`src/rtl/bin2bcd_pkg.sv`:
```
// Shared types and constants for the sequential binary-to-BCD converter.
// Used by bin2bcd_seq and bcd_digit_adj.
package bin2bcd_pkg;

    localparam int BCD_DIGIT_W = 4;

    typedef enum logic [1:0] {
        IDLE  = 2'd0,
        SHIFT = 2'd1,
        DONE  = 2'd2
    } state_t;

    // Smallest digit count whose decimal range covers every value below 2**width.
    function automatic int min_digits(input int width);
        longint max_val;
        longint pow10;
        int     d;
        max_val = (longint'(1) << width) - 1;
        pow10   = 1;
        d       = 0;
        while (pow10 <= max_val) begin
            pow10 = pow10 * 10;
            d++;
        end
        return d;
    endfunction

endpackage

```
`src/rtl/bin2bcd_seq_digit_adj.sv`:
```
// One BCD digit of the add-3 correction: digits of 5 or more get +3 so that
// the following left shift carries correctly into the next decimal place.
module bcd_digit_adj
    import bin2bcd_pkg::*;
(
    input  logic [BCD_DIGIT_W-1:0] d,
    output logic [BCD_DIGIT_W-1:0] q
);

    always_comb begin
        q = (d >= 4'd5) ? d + 4'd3 : d;
    end

endmodule

```
`src/rtl/bin2bcd_seq.sv`:
```
// Sequential shift/add-3 binary-to-BCD converter, one operand bit per clock.
// Define BIN2BCD_SIGNED_EN to treat bin as two's complement and report the sign.
module bin2bcd_seq
    import bin2bcd_pkg::*;
#(
    parameter int WIDTH  = 14,
    parameter int DIGITS = 5
) (
    input  logic                          clk,
    input  logic                          rst_n,
    input  logic                          in_valid,
    output logic                          in_ready,
    input  logic [WIDTH-1:0]              bin,
    output logic                          out_valid,
    input  logic                          out_ready,
    output logic [BCD_DIGIT_W*DIGITS-1:0] bcd,
    output logic                          sign
);

    localparam int ACC_W = BCD_DIGIT_W * DIGITS;
    localparam int CNT_W = $clog2(WIDTH + 1);
`ifdef BIN2BCD_SIGNED_EN
    localparam int MIN_DIGITS = min_digits(WIDTH - 1);
`else
    localparam int MIN_DIGITS = min_digits(WIDTH);
`endif

    if (WIDTH < 4) begin : g_width_chk
        $error("bin2bcd_seq: WIDTH must be at least 4");
    end
    if (DIGITS < MIN_DIGITS) begin : g_digits_chk
        $error("bin2bcd_seq: DIGITS too small for WIDTH");
    end

    // Handshakes: a transfer happens on a rising edge where valid && ready;
    // in_ready is high only in IDLE, out_valid only in DONE, and bcd/sign
    // stay stable while out_valid is high and out_ready is low.
    state_t             state;
    state_t             state_nxt;
    logic [CNT_W-1:0]   count;
    logic [WIDTH-1:0]   shreg;
    logic [WIDTH-1:0]   operand;
    logic [ACC_W-1:0]   acc;
    logic [ACC_W-1:0]   acc_adj;
    logic [ACC_W-1:0]   acc_nxt;
    logic [ACC_W-1:0]   bcd_q;
    logic               accept;
    logic               last_shift;
    logic               unused_top;

    assign accept     = in_valid && in_ready;
    assign last_shift = (state == SHIFT) && (count == CNT_W'(1));

    for (genvar i = 0; i < DIGITS; i++) begin : g_adj
        bcd_digit_adj u_adj (
            .d (acc[i*BCD_DIGIT_W +: BCD_DIGIT_W]),
            .q (acc_adj[i*BCD_DIGIT_W +: BCD_DIGIT_W])
        );
    end

    // The top accumulator bit is always zero when DIGITS is legal.
    assign acc_nxt    = {acc_adj[ACC_W-2:0], shreg[WIDTH-1]};
    assign unused_top = acc_adj[ACC_W-1];

`ifdef BIN2BCD_SIGNED_EN
    logic sign_pend;
    logic sign_q;

    // Negating -2**(WIDTH-1) yields the same bit pattern, which is the correct unsigned magnitude.
    assign operand = bin[WIDTH-1] ? -bin : bin;

    always_ff @(posedge clk or negedge rst_n) begin
        if (!rst_n) begin
            sign_pend <= 1'b0;
            sign_q    <= 1'b0;
        end else begin
            if (accept)
                sign_pend <= bin[WIDTH-1];
            if (last_shift)
                sign_q <= sign_pend;
        end
    end

    assign sign = sign_q;
`else
    assign operand = bin;
    assign sign    = 1'b0;
`endif

    always_ff @(posedge clk or negedge rst_n) begin
        if (!rst_n)
            state <= IDLE;
        else
            state <= state_nxt;
    end

    always_comb begin
        state_nxt = state;
        case (state)
            IDLE:    if (in_valid)   state_nxt = SHIFT;
            SHIFT:   if (last_shift) state_nxt = DONE;
            DONE:    if (out_ready)  state_nxt = IDLE;
            default:                 state_nxt = IDLE;
        endcase
    end

    always_comb begin
        in_ready  = 1'b0;
        out_valid = 1'b0;
        case (state)
            IDLE:    in_ready  = 1'b1;
            DONE:    out_valid = 1'b1;
            default: ;
        endcase
    end

    always_ff @(posedge clk or negedge rst_n) begin
        if (!rst_n) begin
            count <= '0;
            shreg <= '0;
            acc   <= '0;
            bcd_q <= '0;
        end else if (accept) begin
            count <= CNT_W'(WIDTH);
            shreg <= operand;
            acc   <= '0;
        end else if (state == SHIFT) begin
            count <= count - CNT_W'(1);
            shreg <= {shreg[WIDTH-2:0], 1'b0};
            acc   <= acc_nxt;
            // Published result changes only when a conversion completes.
            if (last_shift)
                bcd_q <= acc_nxt;
        end
    end

    assign bcd = bcd_q;

endmodule
```
`config.mk`:
```
export PLATFORM = sky130hd
export DESIGN_NAME = bin2bcd_seq
export DESIGN_NICKNAME = d
export VERILOG_FILES = /design/src/rtl/bin2bcd_pkg.sv /design/src/rtl/bin2bcd_seq_digit_adj.sv /design/src/rtl/bin2bcd_seq.sv
export SDC_FILE = /design/constraint.sdc
export NUM_CORES = 1
export LEC_CHECK = 0
export CAP_MARGIN = 20
export CORE_ASPECT_RATIO = 1.5
export CORE_MARGIN = 1
export CORE_UTILIZATION = 50
export DETAILED_ROUTE_END_ITERATION = 8
export PLACE_DENSITY = 0.8
export SLEW_MARGIN = 0
export SYNTH_ARGS = -nofsm -noshare
export SYNTH_HDL_FRONTEND = slang
export SYNTH_SLANG_ARGS = --single-unit
```
`constraint.sdc`:
```
create_clock -name clk -period 2.2 [get_ports clk]
set_input_delay 0.22 -clock clk [delete_from_list [all_inputs] [get_ports clk]]
set_output_delay 0.22 -clock clk [all_outputs]
set_load 0.02 [all_outputs]
```
==> flow_summary.yaml <==
placement:
  dpl-instance-area_sq_mm: 0.00349
  place.gp.congestion: 0.822
  post-dp-hpwl_mm: 4.23
  io_buffers: 39
  place_inst: 403
setup_path:
  cp.buffers_inverters: 2
  cp.arrival_ns: 1.67
  slowest_delay_ns: 0.59
  crit_path_end_kind: "primary output"
  crit_type: "reg2out"
  cp_top_family: "buffers and inverters"
  crit_slowest_cell: "clkdlybuf4s50_1"
  cp.required_ns: 1.98
  cp_cell_sequence: "nand2b_1 > inv_1 > clkdlybuf4s50_1"
  cp-start-kind: "register"
  path_max_fanout: 8
route:
  dr_total_vias: 2315
  ant_nets: 0
  drt_iter0_drc: 93
  drc: 0
  wl_mm: 5.97
  drt-vias-per-instance: 5.53
  wl_per_cell_um: 14.3
  dr.pass1.iters: 4
sta:
  min_period_ns: 1.89
  report.final.slew_viol_count: 0
  tns_ns: 0
  tightest_slew_ns: 0.666
  rsz0062_at_grt: "no"
  fmax_mhz: 529
  finalSetupViolations: 0
  slew_headroom_pct: 55.6
  skew_ns: 0.00684
  finalCritPeriodShare_pct: 85.9
  hold_viol_final: 0
clock_tree:
  ctsHoldBuffers: 1
  cts_resized: 0
  clk_latency_ns: 0.33
  cts_setup_buffers: 0
  cts_root_buf: "clkbuf_8"
  clk_transition_reported_paths_ns: 0.07
  cts_tree: "done"
  h-tree-depth: 3
  cts_max_path_buffers: 2
  clock-sinks: 60
  cts_buffers: 9
yosys:
  yosysUniqueCellTypes: 32
  synth_edf_count: 0
  synth_area_leaders: "dfrtp_1 49%, o21ai_0 5.2%, ha_1 4.9%"
  synth-seq-cells: 60
  yosys_most_used_dff: "dfrtp_1"
  syn_area_sq_mm: 0.00305
  ys_warn_count: 0
  syn_nets: 329
  synth_top_area_cell: "dfrtp_1"
  async_reset_ff_share_pct: 100
  syn_inst: 299
  syn_avg_cell_area_sq_um: 10.2
  ys_seq_area_share_pct: 49.2
  synth_top_area_share_pct: 49.2
floorplan:
  rows: 34
  start_util_pct: 52.4
  io_pins: 41
  dieArea_sq_mm: 0.00643
  die_w_um: 65.8
  design.core.area_sq_mm: 0.00583
  dieHeight_um: 97.7
final_layout:
  num_antenna_cells: 0
  final_nets: 373
  ff_latch_area_sq_mm: 0.00150
  n_fill_cell: 467
  layout-drive-gt1-share_pct: 17.3
  stdcell_count: 419
  layout_common_cells: "60 x dfrtp_1, 38 x clkdlybuf4s50_1, 32 x o21ai_0, 26 x a21oi_1, 20 x nand2_1"
  syn_to_final_growth_pct: 20.8
  multiInputGateArea_sq_mm: 0.00140
  layout_commonest_cell: "dfrtp_1"
  final_area_sq_mm: 0.00369
global_route:
  grt_pass1_vias: 2211
  grt_max_degree: 25
  grt_usage_pct: 20.6
  grt_pass1_wl_mm: 10.1
  grt-ovfl-total: 0
  antenna_found_initial: 0
power:
  power_uw: 5590
  p_per_area_mw_per_mm2: 1520
  p_leak_uw: 0.00158
  peakVddDrop_mv: 0.999
worst_hold_path:
  worstHoldPathType: "in2async"
job:
  max_cap_violations: 0
status:
  outcome: "completed"
## through the flow
stage	util, %	hold slack, ns	worst slack (ns)
after floorplan	-	-0.0756	0.691
after global placement	59.9	0.222	0.517
after detailed placement	59.9	0.233	0.472
after CTS	63.3	0.407	0.307
after global routing	63.3	0.459	0.223
final	63.3	0.397	0.310
## power by group
| group | leakage (uW) | total, uW | internal [uW] | switching, uW |
|---|---|---|---|---|
| combinational | 0.000727 | 2670 | 1230 | 1440 |
| clock | 0.0000986 | 915 | 524 | 390 |
| sequential | 0.000759 | 2010 | 1600 | 411 |
## cell families (layout without fill, tap and decap cells)
| family | count (synthesis) | after routing | synth area share [%] |
|---|---|---|---|
| other cells | 1 | 1 | 0.123 |
| compound gates | 100 | 100 | 20.5 |
| buf+inv | 29 | 77 | 5.04 |
| simple gates | 82 | 82 | 15.2 |
| xor+xnor | 5 | 5 | 1.43 |
| mux | 10 | 10 | 3.69 |
| fa+ha+maj | 12 | 12 | 4.92 |
| flops | 60 | 60 | 49.2 |
## worst paths after layout
check	start	end	slack, ns	cells after the start
setup / recovery	state[0]	out_valid	0.31	3
hold / removal	rst_n	bcd[6]	0.40	2
setup reg to reg	acc[8]	acc[10]	0.44	6
hold reg to reg	bcd[14]	bcd[14]	0.48	2
max in group asynchronous	rst_n	shreg[3]	1.13	3
min in group clk	out_ready	state[1]	0.46	2
## flip-flops by register name, indices dropped and copies added (netlist names)
register	count
acc	20
bcd	20
count	4
shreg	14
state	2
## cell type report
type / instances / share of cell area (%)
Sequential cell: 60 / 40.7
Clock inverter: 1 / 0.136
Tap cell: 72 / 2.44
Inverter: 13 / 1.32
Clock buffer: 14 / 4.95
Timing Repair Buffer: 49 / 12.6
Multi-Input combinational cell: 210 / 37.9
## Yosys cell counts (5+ instances only)
master / n
a22o_1: 5
xnor2_1: 5
nand2b_1: 7
nand2_2: 6
a22oi_1: 14
dfrtp_1: 60
nor3_1: 7
o21ai_2: 9
nor2b_1: 15
o21ai_1: 5
buf_2: 9
ha_1: 12
nor2_1: 13
a21oi_1: 26
o21ai_0: 32
nand2_1: 20
inv_1: 13
mux2_2: 10
## routing by layer
layer,track usage (%),vias up,wire [um]
li1,-,1139,-
met1,23.7,1109,2470
met2,35.6,55,3170
met3,3.87,12,206
met4,10.0,0,131
met5,0,-,0
Note: power is estimated with default switching activity, not from simulation.
